## src/rtl/uart_mmio_bridge_pkg.sv

```systemverilog
// Shared types and frame byte codes for the UART-to-MMIO bridge.
// Command/response encodings match the host-side tool.
package uart_mmio_bridge_pkg;

  typedef enum logic [2:0] {
    IDLE,
    ADDR,
    DATA,
    WRITE,
    READ,
    RD_WAIT,
    RESP
  } state_e;

  localparam logic [7:0] CMD_WR  = 8'h57;
  localparam logic [7:0] CMD_RD  = 8'h52;
  localparam logic [7:0] RSP_ACK = 8'h4B;
  localparam logic [7:0] RSP_ERR = 8'h3F;

endpackage

```

## src/rtl/uart_mmio_bridge_timer.sv

```systemverilog
// Inter-byte watchdog for the bridge; expired while enabled at TIMEOUT-1.
// Used only when UART_BRIDGE_TIMEOUT_EN is defined.
module uart_mmio_bridge_timer #(
  parameter int unsigned TIMEOUT = 1000000
) (
  input  logic clk_i,
  input  logic rst_n_i,
  input  logic clear_i,
  input  logic enable_i,
  output logic expired_o
);

  localparam int CW = $clog2(TIMEOUT + 1);

  logic [CW-1:0] cnt_q, cnt_d;

  assign expired_o = enable_i && (cnt_q == CW'(TIMEOUT - 1));

  always_comb begin
    cnt_d = cnt_q;
    if (clear_i) begin
      cnt_d = '0;
    end else if (enable_i && !expired_o) begin
      cnt_d = cnt_q + 1'b1;
    end
  end

  always_ff @(posedge clk_i or negedge rst_n_i) begin
    if (!rst_n_i) begin
      cnt_q <= '0;
    end else begin
      cnt_q <= cnt_d;
    end
  end

endmodule

```

## src/rtl/uart_mmio_bridge.sv

```systemverilog
// UART byte-stream to single-beat MMIO initiator ('W'/'R' frames).
// Optional inter-byte timeout: define UART_BRIDGE_TIMEOUT_EN.
module uart_mmio_bridge
  import uart_mmio_bridge_pkg::*;
#(
  parameter int unsigned A_WIDTH = 8,
  parameter int unsigned D_WIDTH = 32,
  parameter int unsigned TIMEOUT = 1000000
) (
  input  logic               clk_i,
  input  logic               rst_n_i,
  input  logic [7:0]         rx_data_i,
  input  logic               rx_valid_i,
  output logic               rx_ready_o,
  output logic [7:0]         tx_data_o,
  output logic               tx_valid_o,
  input  logic               tx_ready_i,
  output logic               wr_en_o,
  output logic [A_WIDTH-1:0] wr_addr_o,
  output logic [D_WIDTH-1:0] wr_data_o,
  output logic               rd_en_o,
  output logic [A_WIDTH-1:0] rd_addr_o,
  input  logic [D_WIDTH-1:0] rd_data_i
);

  localparam int NA = A_WIDTH / 8;
  localparam int ND = D_WIDTH / 8;
  localparam int NM = (NA > ND) ? NA : ND;
  localparam int CW = $clog2(NM + 1);

  if (A_WIDTH % 8 != 0 || D_WIDTH % 8 != 0 || A_WIDTH == 0 ||
      D_WIDTH == 0 || TIMEOUT < 1) begin : g_param_err
    $error("uart_mmio_bridge: widths must be nonzero multiples of 8");
  end

  state_e               state_q, state_d;
  logic [7:0]           cmd_q, cmd_d;
  logic [A_WIDTH-1:0]   addr_q, addr_d;
  logic [D_WIDTH-1:0]   buf_q, buf_d;
  logic [CW-1:0]        cnt_q, cnt_d;
  logic                 rx_hs, tx_hs, tmo;

  assign rx_hs = rx_valid_i && rx_ready_o;
  assign tx_hs = tx_valid_o && tx_ready_i;

`ifdef UART_BRIDGE_TIMEOUT_EN
  logic tmr_clr, tmr_en;

  assign tmr_clr = rx_hs || (state_q == IDLE);
  assign tmr_en  = (state_q == ADDR) || (state_q == DATA);

  uart_mmio_bridge_timer #(
    .TIMEOUT (TIMEOUT)
  ) u_timer (
    .clk_i     (clk_i),
    .rst_n_i   (rst_n_i),
    .clear_i   (tmr_clr),
    .enable_i  (tmr_en),
    .expired_o (tmo)
  );
`else
  assign tmo = 1'b0;
`endif

  always_ff @(posedge clk_i or negedge rst_n_i) begin
    if (!rst_n_i) begin
      state_q <= IDLE;
      cmd_q   <= '0;
      addr_q  <= '0;
      buf_q   <= '0;
      cnt_q   <= '0;
    end else begin
      state_q <= state_d;
      cmd_q   <= cmd_d;
      addr_q  <= addr_d;
      buf_q   <= buf_d;
      cnt_q   <= cnt_d;
    end
  end

  always_comb begin
    state_d = state_q;
    cmd_d   = cmd_q;
    addr_d  = addr_q;
    buf_d   = buf_q;
    cnt_d   = cnt_q;
    unique case (state_q)
      IDLE: begin
        if (rx_hs) begin
          if (rx_data_i == CMD_WR || rx_data_i == CMD_RD) begin
            cmd_d   = rx_data_i;
            cnt_d   = '0;
            state_d = ADDR;
          end else begin
            buf_d[D_WIDTH-1 -: 8] = RSP_ERR;
            cnt_d   = CW'(1);
            state_d = RESP;
          end
        end
      end
      ADDR: begin
        if (rx_hs) begin
          addr_d = A_WIDTH'({addr_q, rx_data_i});
          cnt_d  = cnt_q + 1'b1;
          if (cnt_q == CW'(NA - 1)) begin
            cnt_d   = '0;
            state_d = (cmd_q == CMD_WR) ? DATA : READ;
          end
        end else if (tmo) begin
          state_d = IDLE;
        end
      end
      DATA: begin
        if (rx_hs) begin
          buf_d = D_WIDTH'({buf_q, rx_data_i});
          cnt_d = cnt_q + 1'b1;
          if (cnt_q == CW'(ND - 1)) begin
            state_d = WRITE;
          end
        end else if (tmo) begin
          state_d = IDLE;
        end
      end
      WRITE: begin
        buf_d[D_WIDTH-1 -: 8] = RSP_ACK;
        cnt_d   = CW'(1);
        state_d = RESP;
      end
      READ: begin
        state_d = RD_WAIT;
      end
      RD_WAIT: begin
        buf_d   = rd_data_i;
        cnt_d   = CW'(ND);
        state_d = RESP;
      end
      RESP: begin
        if (tx_hs) begin
          buf_d = buf_q << 8;
          cnt_d = cnt_q - 1'b1;
          if (cnt_q == CW'(1)) begin
            state_d = IDLE;
          end
        end
      end
      default: state_d = IDLE;
    endcase
  end

  always_comb begin
    rx_ready_o = 1'b0;
    tx_valid_o = 1'b0;
    wr_en_o    = 1'b0;
    rd_en_o    = 1'b0;
    unique case (state_q)
      IDLE, ADDR, DATA: rx_ready_o = 1'b1;
      WRITE:            wr_en_o    = 1'b1;
      READ:             rd_en_o    = 1'b1;
      RESP:             tx_valid_o = 1'b1;
      default: ;
    endcase
  end

  assign tx_data_o = tx_valid_o ? buf_q[D_WIDTH-1 -: 8] : 8'h00;
  assign wr_addr_o = addr_q;
  assign rd_addr_o = addr_q;
  assign wr_data_o = buf_q;

endmodule

```

## config.mk

```make
export PLATFORM = sky130hd
export DESIGN_NAME = uart_mmio_bridge
export DESIGN_NICKNAME = d
export VERILOG_FILES = /design/src/rtl/uart_mmio_bridge_pkg.sv /design/src/rtl/uart_mmio_bridge_timer.sv /design/src/rtl/uart_mmio_bridge.sv
export SDC_FILE = /design/constraint.sdc
export NUM_CORES = 1
export LEC_CHECK = 0
export ABC_CLOCK_PERIOD_IN_PS = 2700
export CORE_MARGIN = 4
export CORE_UTILIZATION = 55
export CTS_BUF_LIST = sky130_fd_sc_hd__clkbuf_4
export DETAILED_ROUTE_END_ITERATION = 6
export DONT_BUFFER_PORTS = 1
export PLACE_DENSITY_LB_ADDON = 0.12
export RECOVER_POWER = 25
export SLEW_MARGIN = 20
export SYNTH_ARGS = -nofsm -noshare
export SYNTH_HDL_FRONTEND = slang
export SYNTH_SLANG_ARGS = --single-unit
```

## constraint.sdc

```tcl
create_clock -name clk_i -period 2.7 [get_ports clk_i]
set_input_delay 0.675 -clock clk_i [delete_from_list [all_inputs] [get_ports clk_i]]
set_output_delay 0.675 -clock clk_i [all_outputs]
set_load 0.03 [all_outputs]
```

## Yosys cells after proc, flatten, opt, wreduce, memory -nomap -nowiden

Index checks and enable logic that the tools add are counted.

- Bits in registers: 54
- Input bits: 44
- Logic and storage cells: 71

- Reduce and logical (&&, ||, !) cells: 16
- Muxes and demuxes: 28
- Equal/unequal tests: 19
- Add/sub/neg operators: 2

Operators by type and width:

| operator | count |
|---|---|
| $pmux W24 S3 | 1 |
| $mux W32 | 2 |
| $mux W3 | 14 |
| $pmux W8 S5 | 1 |
| $pmux W3 S6 | 2 |
| $eq A8 B7 Y1 const B | 3 |
| $mux W8 | 3 |
| $ne A2 B2 Y1 const B | 8 |
| $reduce_and A5 Y1 | 2 |
| $eq A3 B2 Y1 const B | 3 |
| $eq A3 B3 Y1 const B | 3 |
| $reduce_and A7 Y1 | 1 |
| $eq A3 B1 Y1 const B | 2 |
| $logic_not A3 Y1 | 2 |
| $reduce_and A3 Y1 | 2 |
| $reduce_bool A6 Y1 | 1 |
| $mux W1 | 5 |
| $reduce_bool A5 Y1 | 1 |
| $add A3 B1 Y3 const B | 1 |
| $reduce_bool A3 Y1 | 1 |
| $reduce_or A3 Y1 | 1 |
| $sub A3 B1 Y3 const B | 1 |
| $logic_and A1 B1 Y1 | 2 |
| $reduce_and A2 Y1 | 1 |
| 2 further kinds | 2 |

## Longest topological paths before layout

- Word-level depth: 6
- Mapped depth: 8
- Depth with buffers taken out: 6

## Worst setup path before layout

Ideal clock, no wire load.

- Kind: register to output
- Start: reg state_q[1]
- End: out rd_en_o
- Path buffers: 2
- Cell stages (with the launch flop): 4
- Data required time: 2,025 ps
- Slack: 433 ps
- Arrival: 1,592 ps
- Path through: dfrtp_1 buf_4 clkbuf_1 nor3b_1

- Longest elaborated chain between the ends: 2

Ends and longest elaborated chain:

| what | RTL line | source |
|---|---|---|
| start: declaration | uart_mmio_bridge.sv:36 | `state_e state_q, state_d;` |
| start signal: assignment | uart_mmio_bridge.sv:73 | `state_q <= state_d;` |
| $eq A3 B3 Y1 | uart_mmio_bridge.sv:155 | `unique case (state_q)` |
| $mux W1 | uart_mmio_bridge.sv:155 |  |
| end: declaration | uart_mmio_bridge.sv:21 | `output logic rd_en_o,` |

No other way between the ends.

## Worst setup path in the final report

- Start: reg state_q[0]
- End: out tx_data_o[7]

- Longest elaborated chain between the ends: 3

Ends and longest elaborated chain:

| what | RTL line | source |
|---|---|---|
| $eq A3 B3 Y1 | uart_mmio_bridge.sv:155 |  |
| $mux W1 | uart_mmio_bridge.sv:155 |  |
| $mux W8 | uart_mmio_bridge.sv:164 | `assign tx_data_o = tx_valid_o ? buf_q[D_WIDTH-1 -: 8] : 8'h00;` |
| end: declaration | uart_mmio_bridge.sv:15 | `output logic [7:0] tx_data_o,` |

No other way between the ends.

==> metrics.txt <==
post-route setup TNS=0 ps; Slew headroom=11.0%; Critical Path RT=2030 ps; min Tclk post-route=2490 ps; Die ar.=6530 um2; Fillers=474; sequential power share=54.3%; num rows=26; Syn Nets=333; final hold viol count=0; Starting Density=56.7%; Worst Path Class, Setup=reg2out; Die Height=80.8 um; Worst-path clk slew=150 ps; initial antenna violation count=0; Post-Synthesis Cell Area=2920 um2; Slew Viols, Final=0; drt pass-1 iters=4; CP cell instances=nand3b_2 -> inv_1 -> and2_1; n_diodes=0; share of layout cells above drive strength 1=13.4%; switching share of power=52.7%; switching pwr=2.02 mW; Post-synth EDFFs=0; mean post-synth cell area=10.3 um2; IO Count=104; TritonCTS buffer count=5; status=finished, final reports clean; Unique masters post-synth=49; vias in the first global route=2030; clk_lat worst skew=370 ps; area delta synth->final=1.67%; asr flop ratio synth=100%; total grt overflow=0; Post-Syn Instances=284; Power Density=1290 nW/um2; DP HPWL=4770 um; worst path arrival time=1820 ps; Multi-input gate area=1360 um2; crit share post-route=92.3%; vias post-DR=2046; register area=1350 um2; Hold/Removal Path Class=in2reg; WL/cell=18.6 um; register area share after synthesis=46.3%; Core ar.=5140 um2; post-route ant nets=0; FF+latch count, synth=54; CP max FO=9; Pleak=1.29 nW; Port Buffers=0; Worst Tran Pin Value=1340 ps; Worst setup EP type=output pin; Max-Cap Viols=0; Setup Skew=12.4 ps; drt drc=0; peak supply drop=0.709 mV; ys flop type=dfrtp_1; max incr delay on CP=510 ps; CTS tree=done; DR iter-0 viols=159; RSZ-0062 raised after global routing=false; width of the die=80.8 um; Logic pwr share=36.2%; Ys Warns=0; slowest cell on the critical path=dfrtp_1; Max clock buf depth=2; GRT Overall Usage=20.1%; Final Net Count=325; Detailed Route WL=6460 um; Clk pwr share=9.5%; Sink Count=54; routability cong.=0.835; Pint=1.81 mW; H-tree Lvls=2; largest net degree at the start of global routing=55; # Post-CTS Setup Buffers=0; Startpoint Class=register; FMAX=401 MHz; WHS=448 ps; setup violators final=0; first-pass GRT wire length=10200 um; via/cell ratio=5.90; clk root buf=clkbuf_4
[cells in the final DEF, fill, tap and decap left out, types with 2 or more instances in the layout]
master	count
and2_1	9
ha_1	5
a31oi_1	3
nand2_1	29
o22ai_1	4
inv_1	9
clkbuf_4	6
mux2i_1	20
o211a_1	2
nor2b_1	4
mux2_2	15
dfrtp_2	2
o21ai_1	4
o21a_1	2
a22oi_1	8
nand3b_1	2
a211oi_1	2
nor3b_1	2
nor3_1	2
dfrtp_1	52
nand4_1	2
a211o_1	2
o21ai_0	30
a21oi_1	8
nor2_1	13
nand2b_1	8
buf_4	9
or3_1	2
[per-layer routing]
layer | track usage (%) | vias to the layer above | part of all wire [%]
met2 | 30.5 | 94 | 46
met3 | 7.10 | 5 | 10
met1 | 27.2 | 969 | 43
met5 | 0 | - | 0
met4 | 6.08 | 0 | 0.82
li1 | - | 978 | -
[logic make-up after synthesis]
family,share of synthesized area (%)
mux,12.7
compound gates,16.0
simple gates,15.2
flops,46.3
fa+ha+maj,2.15
xor+xnor,0.601
buf+inv,7.04
[cell type report]
type,count,share of cell area (%)
multi-input combinational,196,45.9
sequential,54,45.7
tap,70,2.95
timing repair buffer,10,2.45
clock buffer,6,1.52
inverter,9,1.14
clock inverter,2,0.422
[synthesized netlist by cell type, types with 2 or more instances]
cell | instances | area share (%)
or3_1 | 2 | 0.43
o21a_1 | 2 | 0.51
o22ai_1 | 4 | 0.86
nand3b_1 | 2 | 0.51
buf_4 | 11 | 2.8
nor3b_1 | 2 | 0.51
a211oi_1 | 2 | 0.51
a211o_1 | 2 | 0.60
nand2_1 | 29 | 3.7
and2_1 | 9 | 1.9
nor2_1 | 13 | 1.7
inv_1 | 9 | 1.2
nand4_1 | 2 | 0.43
buf_2 | 4 | 0.69
o21ai_1 | 4 | 0.69
a22oi_1 | 8 | 2.1
clkbuf_1 | 4 | 0.51
o21ai_0 | 30 | 5.1
a21oi_1 | 8 | 1.4
o211a_1 | 2 | 0.69
nor3_1 | 2 | 0.34
dfrtp_1 | 54 | 46
nor2b_1 | 4 | 0.86
nand2b_1 | 8 | 1.7
buf_6 | 4 | 1.5
mux2i_1 | 20 | 6.9
mux2_2 | 15 | 5.8
a31oi_1 | 3 | 0.64
ha_1 | 5 | 2.1
[flip-flops by register name (all words and copies together) (netlist names)]
| signal | flops |
|---|---|
| cmd_q | 8 |
| state_q | 3 |
| rd_addr_o | 8 |
| cnt_q | 3 |
| wr_data_o | 32 |
[power by group through the flow]
stage	Sequential, mW	Combinational, mW	Clock (mW)
2_1_floorplan	1.84	1.44	0
3_3_place_gp	2.09	1.34	0
3_5_place_dp	2.10	1.38	0
4_1_cts	2.08	1.40	0.385
5_1_grt	2.14	1.57	0.408
6_report	2.08	1.39	0.365
[through the flow]
step                cell area (um2)  setup slack, ps  util [%]  power [mW]  instances
global placement               2900              445      56.4        3.44        338
floorplan                      2920              433         -        3.27        284
CTS                            2990             28.1      58.1        3.87        347
finish                         2970              207      57.7        3.83        347
detailed placement             2900              427      56.4        3.48        338
global route                   2970             63.3      57.7        4.12        347
[final timing paths]
path                             from            end  slack (ps)  cells after the start
setup / recovery           state_q[0]   tx_data_o[7]         210                      3
hold / removal             rx_valid_i     state_q[2]         450                      2
setup reg to reg           state_q[0]   wr_data_o[4]         590                      6
hold reg to reg              cmd_q[6]       cmd_q[6]         480                      1
max in group asynchronous     rst_n_i     state_q[2]        1250                      1
min in group asynchronous     rst_n_i  wr_data_o[27]         580                      1
[critical path: cells and delay by family, from the launching register on]
family,cells,cell delay (ps)
AND/OR/NAND/NOR,2,710
flip-flops,1,510
buffers and inverters,1,230
[timing repair]
item                                    4_1_cts  5_1_grt
hold buffers                                  1        0
gates resized for setup                       0        2
hold endpoints to repair                     54        0
endpoints found under the setup margin        0        5
Note: power is estimated with default switching activity, not from simulation.
